File: src/rtl/fill_seal_pkg.sv
// Shared types and helpers for the fill/seal line.
// Holds the lane and sealer state codes plus the saturating increment.
package fill_seal_pkg;

    typedef enum logic [2:0] {
        L_IDLE = 3'd0,
        L_FILL = 3'd1,
        L_FULL = 3'd2,
        L_SEAL = 3'd3
    } lane_state_e;

    typedef enum logic [2:0] {
        S_IDLE  = 3'd0,
        S_SEAL  = 3'd1,
        S_CHECK = 3'd2
    } seal_state_e;

    // Increment v, holding at maxv instead of wrapping.
    function automatic logic [31:0] sat_inc(
        input logic [31:0] v,
        input logic [31:0] maxv
    );
        return (v >= maxv) ? v : v + 32'd1;
    endfunction

endpackage

File: src/rtl/fill_lane.sv
// One Moore filler lane: idle -> fill (timed) -> full -> seal -> idle.
// Ports: clk_i, rst_ni, start_i, grant_i, release_i / full_o, llenando_o, state_o.
module fill_lane
    import fill_seal_pkg::*;
#(
    parameter int FILL_CYCLES = 8
) (
    input  logic       clk_i,
    input  logic       rst_ni,
    input  logic       start_i,
    input  logic       grant_i,
    input  logic       release_i,
    output logic       full_o,
    output logic       llenando_o,
    output logic [2:0] state_o
);

    localparam int FW = (FILL_CYCLES > 1) ? $clog2(FILL_CYCLES) : 1;

    lane_state_e   state_q;
    logic [FW-1:0] cnt_q;
    logic          fill_q;

    always_ff @(posedge clk_i or negedge rst_ni) begin
        if (!rst_ni) begin
            state_q <= L_IDLE;
            cnt_q   <= '0;
            fill_q  <= 1'b0;
        end else begin
            unique case (state_q)
                L_IDLE: begin
                    if (start_i) begin
                        state_q <= L_FILL;
                        cnt_q   <= FW'(FILL_CYCLES - 1);
                        fill_q  <= 1'b1;
                    end
                end
                L_FILL: begin
                    if (cnt_q == '0) begin
                        state_q <= L_FULL;
                        fill_q  <= 1'b0;
                    end else begin
                        cnt_q <= cnt_q - FW'(1);
                    end
                end
                L_FULL: begin
                    if (grant_i) state_q <= L_SEAL;
                end
                L_SEAL: begin
                    if (release_i) state_q <= L_IDLE;
                end
                default: begin
                    state_q <= L_IDLE;
                    fill_q  <= 1'b0;
                end
            endcase
        end
    end

    assign full_o     = (state_q == L_FULL);
    assign llenando_o = fill_q;
    assign state_o    = state_q;

endmodule

File: src/rtl/fill_seal_line.sv
// N filler lanes sharing one Mealy sealer via a round-robin arbiter,
// with timed seal, bounded re-seal retries and saturating counters.
// Inputs: clk, rst (async, active-low), startfill[N], productook.
// Outputs: llenando[N], sellando, seal_lane, LED, reject, good_count,
//          reject_count, state_filler[3N], state_sealer.
module fill_seal_line
    import fill_seal_pkg::*;
#(
    parameter int N_LANES     = 2,
    parameter int FILL_CYCLES = 8,
    parameter int SEAL_CYCLES = 4,
    parameter int MAX_RETRY   = 2,
    parameter int CNT_W       = 8,
    localparam int LW = (N_LANES > 1) ? $clog2(N_LANES) : 1
) (
    input  logic                 clk,
    input  logic                 rst,
    input  logic [N_LANES-1:0]   startfill,
    input  logic                 productook,
    output logic [N_LANES-1:0]   llenando,
    output logic                 sellando,
    output logic [LW-1:0]        seal_lane,
    output logic                 LED,
    output logic                 reject,
    output logic [CNT_W-1:0]     good_count,
    output logic [CNT_W-1:0]     reject_count,
    output logic [3*N_LANES-1:0] state_filler,
    output logic [2:0]           state_sealer
);

    localparam int SW = (SEAL_CYCLES > 1) ? $clog2(SEAL_CYCLES) : 1;
    localparam logic [31:0] CNT_MAX = 32'((64'd1 << CNT_W) - 64'd1);

    seal_state_e      sstate_q;
    logic [SW-1:0]    scnt_q;
    logic [2:0]       retry_q;
    logic [LW-1:0]    rr_q;
    logic [LW-1:0]    lane_q;
    logic             sellando_q;
    logic [CNT_W-1:0] good_q;
    logic [CNT_W-1:0] rej_q;

    logic [N_LANES-1:0] full;
    logic [N_LANES-1:0] grant;
    logic [N_LANES-1:0] rel;

    logic          any_full;
    logic [LW-1:0] gnt_idx;
    logic [LW-1:0] rr_d;
    logic          gnt_fire;
    logic          chk;
    logic          last_try;
    logic          rel_fire;
    logic [CNT_W-1:0] good_d;
    logic [CNT_W-1:0] rej_d;
    int            idx;

    // First full lane at or after rr_q, wrapping around.
    always_comb begin
        any_full = 1'b0;
        gnt_idx  = '0;
        idx      = 0;
        for (int k = 0; k < N_LANES; k++) begin
            idx = (int'(rr_q) + k) % N_LANES;
            if (!any_full && full[LW'(idx)]) begin
                any_full = 1'b1;
                gnt_idx  = LW'(idx);
            end
        end
    end

    assign rr_d     = (gnt_idx == LW'(N_LANES - 1)) ? '0 : gnt_idx + LW'(1);
    assign gnt_fire = (sstate_q == S_IDLE) && any_full;
    assign chk      = (sstate_q == S_CHECK);
    assign last_try = (retry_q == 3'(MAX_RETRY));
    assign rel_fire = chk && (productook || last_try);
    assign good_d   = CNT_W'(sat_inc(32'(good_q), CNT_MAX));
    assign rej_d    = CNT_W'(sat_inc(32'(rej_q), CNT_MAX));

    for (genvar i = 0; i < N_LANES; i++) begin : g_lane
        assign grant[i] = gnt_fire && (gnt_idx == LW'(i));
        assign rel[i]   = rel_fire && (lane_q == LW'(i));

        fill_lane #(
            .FILL_CYCLES(FILL_CYCLES)
        ) u_lane (
            .clk_i     (clk),
            .rst_ni    (rst),
            .start_i   (startfill[i]),
            .grant_i   (grant[i]),
            .release_i (rel[i]),
            .full_o    (full[i]),
            .llenando_o(llenando[i]),
            .state_o   (state_filler[3*i +: 3])
        );
    end

    always_ff @(posedge clk or negedge rst) begin
        if (!rst) begin
            sstate_q   <= S_IDLE;
            scnt_q     <= '0;
            retry_q    <= '0;
            rr_q       <= '0;
            lane_q     <= '0;
            sellando_q <= 1'b0;
            good_q     <= '0;
            rej_q      <= '0;
        end else begin
            unique case (sstate_q)
                S_IDLE: begin
                    if (any_full) begin
                        sstate_q   <= S_SEAL;
                        lane_q     <= gnt_idx;
                        rr_q       <= rr_d;
                        scnt_q     <= SW'(SEAL_CYCLES - 1);
                        retry_q    <= '0;
                        sellando_q <= 1'b1;
                    end
                end
                S_SEAL: begin
                    if (scnt_q == '0) begin
                        sstate_q   <= S_CHECK;
                        sellando_q <= 1'b0;
                    end else begin
                        scnt_q <= scnt_q - SW'(1);
                    end
                end
                S_CHECK: begin
                    if (productook) begin
                        good_q   <= good_d;
                        lane_q   <= '0;
                        sstate_q <= S_IDLE;
                    end else if (!last_try) begin
                        retry_q    <= retry_q + 3'd1;
                        scnt_q     <= SW'(SEAL_CYCLES - 1);
                        sellando_q <= 1'b1;
                        sstate_q   <= S_SEAL;
                    end else begin
                        rej_q    <= rej_d;
                        lane_q   <= '0;
                        sstate_q <= S_IDLE;
                    end
                end
                default: begin
                    sstate_q   <= S_IDLE;
                    sellando_q <= 1'b0;
                    lane_q     <= '0;
                end
            endcase
        end
    end

    // Verdict pulses are Mealy: valid only during the single check cycle.
    assign LED          = chk && productook;
    assign reject       = chk && !productook && last_try;
    assign sellando     = sellando_q;
    assign seal_lane    = lane_q;
    assign good_count   = good_q;
    assign reject_count = rej_q;
    assign state_sealer = sstate_q;

endmodule

File: config.mk
export PLATFORM = sky130hd
export DESIGN_NAME = fill_seal_line
export DESIGN_NICKNAME = d
export VERILOG_FILES = /design/src/rtl/fill_seal_pkg.sv /design/src/rtl/fill_lane.sv /design/src/rtl/fill_seal_line.sv
export SDC_FILE = /design/constraint.sdc
export NUM_CORES = 1
export LEC_CHECK = 0
export ABC_AREA = 1
export CELL_PAD_IN_SITES_DETAIL_PLACEMENT = 1
export CELL_PAD_IN_SITES_GLOBAL_PLACEMENT = 2
export CORE_ASPECT_RATIO = 0.6
export CORE_MARGIN = 1
export CORE_UTILIZATION = 35
export CTS_BUF_LIST = sky130_fd_sc_hd__clkbuf_8
export DETAILED_ROUTE_END_ITERATION = 10
export PLACE_DENSITY_LB_ADDON = 0.05
export SLEW_MARGIN = 10
export SYNTH_ARGS = -nofsm -noshare
export SYNTH_HDL_FRONTEND = slang
export SYNTH_SLANG_ARGS = --single-unit
File: constraint.sdc
create_clock -name clk -period 3.2 [get_ports clk]
set_input_delay 0.32 -clock clk [delete_from_list [all_inputs] [get_ports clk]]
set_output_delay 0.32 -clock clk [all_outputs]
set_load 0.05 [all_outputs]
After elaboration in Yosys (flattened, before gate mapping)
Cells that the tools add are included.
- add/subtract/negate cells: 8
- multipliers: 0
- divide/modulo/power cells: 0
- $lt $le $gt $ge: 4
- equal/unequal tests: 25
- shift-type cells: 0
- muxes and demuxes: 54
- bitwise logic cells: 8
- reduce and logical (&&, ||, !) cells: 39
- operators by type and width (operator ; count):
    3-bit two-way mux ; 17
    3-bit one-hot mux with 4 select lines ; 2
    1-bit two-way mux ; 22
    4-bit AND reduction ; 5
    3-bit by 2-bit == test with 1-bit output, second input constant ; 6
    2-bit != test, second input constant ; 9
    3-bit one-hot mux with 2 select lines ; 3
    3-bit AND reduction ; 6
    8-bit by 1-bit adder with 8-bit output, second input constant ; 2
    8-bit greater-or-equal comparator, second input constant ; 2
    3-bit logical NOT ; 5
    2-bit by 1-bit != test with 1-bit output, second input constant ; 6
    1-bit one-hot mux with 3 select lines ; 4
    1-bit logical AND ; 10
    3-bit by 1-bit == test with 1-bit output, second input constant ; 3
    3-bit one-hot mux with 3 select lines ; 1
    2-bit two-way mux ; 4
    1-bit NOT ; 8
    1-bit by 3-bit < comparator with 1-bit output, second input constant ; 2
    2-bit one-hot mux with 3 select lines ; 1
    2-bit nonzero test ; 3
    3-bit by 1-bit subtractor with 3-bit output, second input constant ; 2
    5-bit AND reduction ; 1
    2-bit AND reduction ; 2
    other kinds (9) ; 12
- flip-flop bits (word level): 41
- latch bits: 0
- bits in writable memories: 0
- bits in read-only memories: 0
- input bits: 5
- output and inout bits: 31
- memories kept: 0

Logic depth before layout (Yosys ltp)
- depth in word-level cells: 11
- depth in mapped cells: 10

Modules after synthesis
From an unflattened synthesis, not the netlist that was laid out.
- cell total of the unflattened synthesis: 331
- area, all modules: 2397.3 µm²
- modules (own cells, without submodules) (module ; times used ; cells an instance ; area each (µm²) ; seq. area each (µm²)):
    fill_seal_line ; 1 ; 209 ; 1503.9 ; 650.6
    fill_lane ; 2 ; 61 ; 446.7 ; 150.1

Worst setup path after synthesis
No wires, ideal clock.
- path kind: register -> register
- start point: reg sstate_q[1], in the netlist state_sealer[1]
- end point: reg rej_q[7], in the netlist reject_count[7]
- arrival time: 1609 ps
- required time: 3082 ps
- setup slack: 1473 ps
- stages on the path, launching flop included: 8
- period minus slack after synthesis: 1727 ps
- cells stage by stage: dfrtp_1 -> inv_1 -> nor2_4 -> nand4_4 -> inv_2 -> nand2_2 -> nand2_1 -> nand2_1
- cells in the longest elaborated chain, start to end: 2
- ends and longest elaborated chain (element ; line ; source):
    start, declared ; fill_seal_line.sv:34 ; seal_state_e sstate_q;
    start signal, assigned ; fill_seal_line.sv:100 ; sstate_q <= S_IDLE;
    start signal, assigned ; fill_seal_line.sv:112 ; sstate_q <= S_SEAL;
    start signal, assigned ; fill_seal_line.sv:122 ; sstate_q <= S_CHECK;
    3-bit by 2-bit == test with 1-bit output ; fill_seal_line.sv:109 ; unique case (sstate_q)
    4-bit AND reduction (no line) ; - ;
    end signal, assigned ; fill_seal_line.sv:139 ; rej_q <= rej_d;
    end, declared ; fill_seal_line.sv:41 ; logic [CNT_W-1:0] rej_q;
No other way between the ends.
A chain may end at the register's enable or synchronous reset.

Worst setup path after layout
- start point: reg sstate_q[0], in the netlist state_sealer[0]
- end point: out reject
- cells in the longest elaborated chain, start to end: 3
- ends and longest elaborated chain (element ; line ; source):
    3-bit by 2-bit == test with 1-bit output ; fill_seal_line.sv:74 ; assign chk = (sstate_q == S_CHECK);
    1-bit logical AND (2 in series) ; fill_seal_line.sv:155 ; assign reject = chk && !productook && last_try;
    end, declared ; fill_seal_line.sv:24 ; output logic reject,
No other way between the ends.

==> results.md <==
* DIE AREA at between 0.006 and 0.007 sq mm
* Critical path cell sequence: nor2_4 > nand4_4 > inv_2 > clkdlybuf4s50_1
* Pin count of the biggest net entering global routing at 39
* Syn Std Cell Area at between 0.002 and 0.0025 sq mm
* Setup TNS at 0 ps
* Seq cells post-synth at 38
* RSZ-0062 raised after global routing: false
* Total Nets Final at ~340
* Proportion of synthesized area in mux cells at 0%
* Sink Count at 38
* Final HPWL from detailed placement at 3800 um
* DRT Pass-1 Iters at 4
* Starting DRC count in detailed routing at 42
* CP max stage cell: clkdlybuf4s50_1
* Worst slew pin tran at 861 ps
* Reg-to-Reg End: g_lane[1].u_lane.cnt_q[0]
* Pins Over Slew Limit at 0
* Clock skew at 2.86 ps
* Synth Area in Simple Gates at 30.1%
* Die height at 64.1 um
* Port bufs at 32
* Residual DRC count at 0
* CTS Buf Count at 5
* Status: completed
* Via-to-Cell Ratio at 4.59
* Pwr dens at 842 mW/mm^2
* Lkg Pwr at 1.38 nW
* Overall Global Routing Usage at between 10% and 20%
* Root buffer cell: clkbuf_8
* CTS tree: built
* Area growth, synth to finish at 21.1%
* Post-Synth Adder-Cell Area at 9.47%
* Die W at 105 um
* Tmin final at around 2300 ps
* Yosys cell types at 26
* Num rows at 22
* Post-CTS Resized at 0
* Via Count at around 1900
* Max capacitance violation total at 0
* Post-CTS Hold Buffers at 0
* Worst Setup End Kind: output port
* Number of routed nets with antenna violations at 0
* CTS clk-pin slew, worst paths at 70 ps
* Average size of a mapped cell at 7.88 sq um
* Critical Path AT at 2010 ps
* Clock Path Buffers at 2
* Compound-Gate Fraction of Synth Area at 6.35%
* # fillers at 750
* Reg2reg path depth at 7
* Share of cells above drive strength 1 at 8.75%
* Overflow after GRT at 0
* Worst r2r src: g_lane[1].u_lane.state_o[1]
* CP delay by family, top: buffers and inverters
* Highest Clock Rate at 428 MHz
* First-pass GRT wire length at 8580 um
* Core area at around 0.006 sq mm
* CP Class: reg2out
* CP bufs+invs at 2
* Type of the worst min-delay path: in2async
* Vias in the first global route at ~1900
* Total Routed Length at 4840 um
* CP peak stage delay at between 700 and 800 ps
* Pre-CTS setup slack at 896 ps
* Final setup viols at 0
* WL/cell at approximately 12 um
* Max IR drop VDD at 0.414 mV
* Main combinational cell family by area after synthesis: simple AND/OR/NAND/NOR gates
* Final Hold Fails at 0
* Initial antenna violation count at 0
* Worst EP required at 2880 ps
* # H-tree levels at 2
* Post-route setup slack at ~870 ps
* Internal reg-to-reg setup slack at 1640 ps
* Setup Buffers After CTS at 0
* Post-synthesis xor/xnor area fraction at under 10%
* Max-slew headroom at 42.6%
* Gpl congestion at between 0.7 and 0.8
* Worst Path Max Fanout at 6
* # diodes at 0
* Worst setup SP type: flip-flop
* Period utilisation layout at 72.9%
* Initial Utilization at 36.6%
* Post-synthesis cell count at about 290
* Synth warn at 0
* Register area share after synthesis at 42.3%
* Io pins at 36
* Clk_lat worst skew at 290 ps
per-stage QoR:
step / hold slack [ps] / std cells / util, % / instance area (sq um) / total power (W)
final: 136 / 404 / 44.3 / 2720 / 0.00229
after global routing: 206 / 404 / 44.3 / 2720 / 0.00249
after CTS: 177 / 404 / 44.3 / 2720 / 0.00232
after detailed placement: 477 / 398 / 42.9 / 2640 / 0.00198
after global placement: 476 / 398 / 42.9 / 2640 / 0.00194
after floorplan: 24.4 / 287 / - / 2250 / 0.00163
Yosys cell counts:
cell      count  area (sq um)
nand2_2       1          6.26
a21boi_1      1          7.51
xnor2_1       3          26.3
dfrtp_1      38           951
o21ai_2       2          17.5
nand3b_1      4          30.0
nor2_1       12          45.0
inv_2         3          11.3
nand2_1     104           390
ha_1         17           213
nor2_2        5          31.3
nand3_1      15          75.1
nand3_2       2          20.0
xor2_1        4          35.0
buf_4         5          37.5
a22oi_1       2          15.0
o21ai_0      14          70.1
nor2_4        3          33.8
nor3_1        1          5.00
nand4_4       1          21.3
a21oi_1       3          15.0
inv_1        40           150
or2_2         1          6.26
conb_1        1          3.75
nand2_4       1          11.3
a21oi_2       2          17.5
registers in the layout, indices dropped and copies added, names as in the netlist:
| register | cells |
|---|---|
| seal_lane | 1 |
| scnt_q | 2 |
| g_lane.u_lane.cnt_q | 6 |
| g_lane.u_lane.llenando_o | 2 |
| rr_q | 1 |
| sellando | 1 |
| retry_q | 3 |
| reject_count | 8 |
| state_sealer | 2 |
| g_lane.u_lane.state_o | 4 |
| good_count | 8 |
worst max path at each step:
stage                          startpoint         endpoint  slack [ps]  cells after the start
after detailed placement       productook           reject         900                      5
after CTS                 state_sealer[0]           reject         830                      4
after floorplan           state_sealer[1]  reject_count[7]        1470                      7
final                     state_sealer[0]           reject         870                      4
after global placement         productook           reject         930                      5
after global routing           retry_q[0]           reject         770                      5
power by group:
| part | switching [W] | internal (W) | leakage (nW) |
|---|---|---|---|
| logic | 0.000812 | 0.000400 | 0.852 |
| clock network | 0.000168 | 0.000166 | 0.0431 |
| registers | 0.000116 | 0.000626 | 0.482 |
layout by cell type, fill, tap and decap left out, types with 2 or more instances in the layout:
| cell type | n |
|---|---|
| a21oi_1 | 3 |
| xor2_1 | 4 |
| clkbuf_8 | 6 |
| nand3b_1 | 4 |
| nor2_2 | 5 |
| o21ai_0 | 14 |
| ha_1 | 17 |
| inv_2 | 3 |
| a22oi_1 | 2 |
| clkdlybuf4s50_1 | 31 |
| conb_1 | 3 |
| a21oi_2 | 2 |
| nand3_1 | 15 |
| nand2_1 | 104 |
| inv_1 | 40 |
| xnor2_1 | 3 |
| dfrtp_1 | 38 |
| o21ai_2 | 2 |
| nand3_2 | 2 |
| nor2_1 | 12 |
| nor2_4 | 3 |
cell families after synthesis:
group / after synthesis
other cells: 1
flops: 38
fa+ha+maj: 17
simple gates: 150
buf+inv: 48
xor+xnor: 7
compound gates: 24
layout make-up:
cell class / instances / area, sq um / share of cell area, %
multi-input combinational: 201 / 1100 / 40.6
sequential: 38 / 951 / 35.0
timing repair buffer: 32 / 315 / 11.6
inverter: 43 / 161 / 5.94
tap: 84 / 105 / 3.87
clock buffer: 6 / 82.6 / 3.04
metal layers:
layer / share of wire [%] / wire length (um) / GRT usage (%) / vias to the layer above
li1: - / - / - / 942
met1: 53 / 2570 / 21.8 / 880
met2: 43 / 2080 / 26.2 / 25
met3: 3.0 / 147 / 4.08 / 7
met4: 1.1 / 51 / 4.75 / 0
met5: 0 / 0 / 0 / -
No activity file was read; power rests on OpenSTA's default activity.
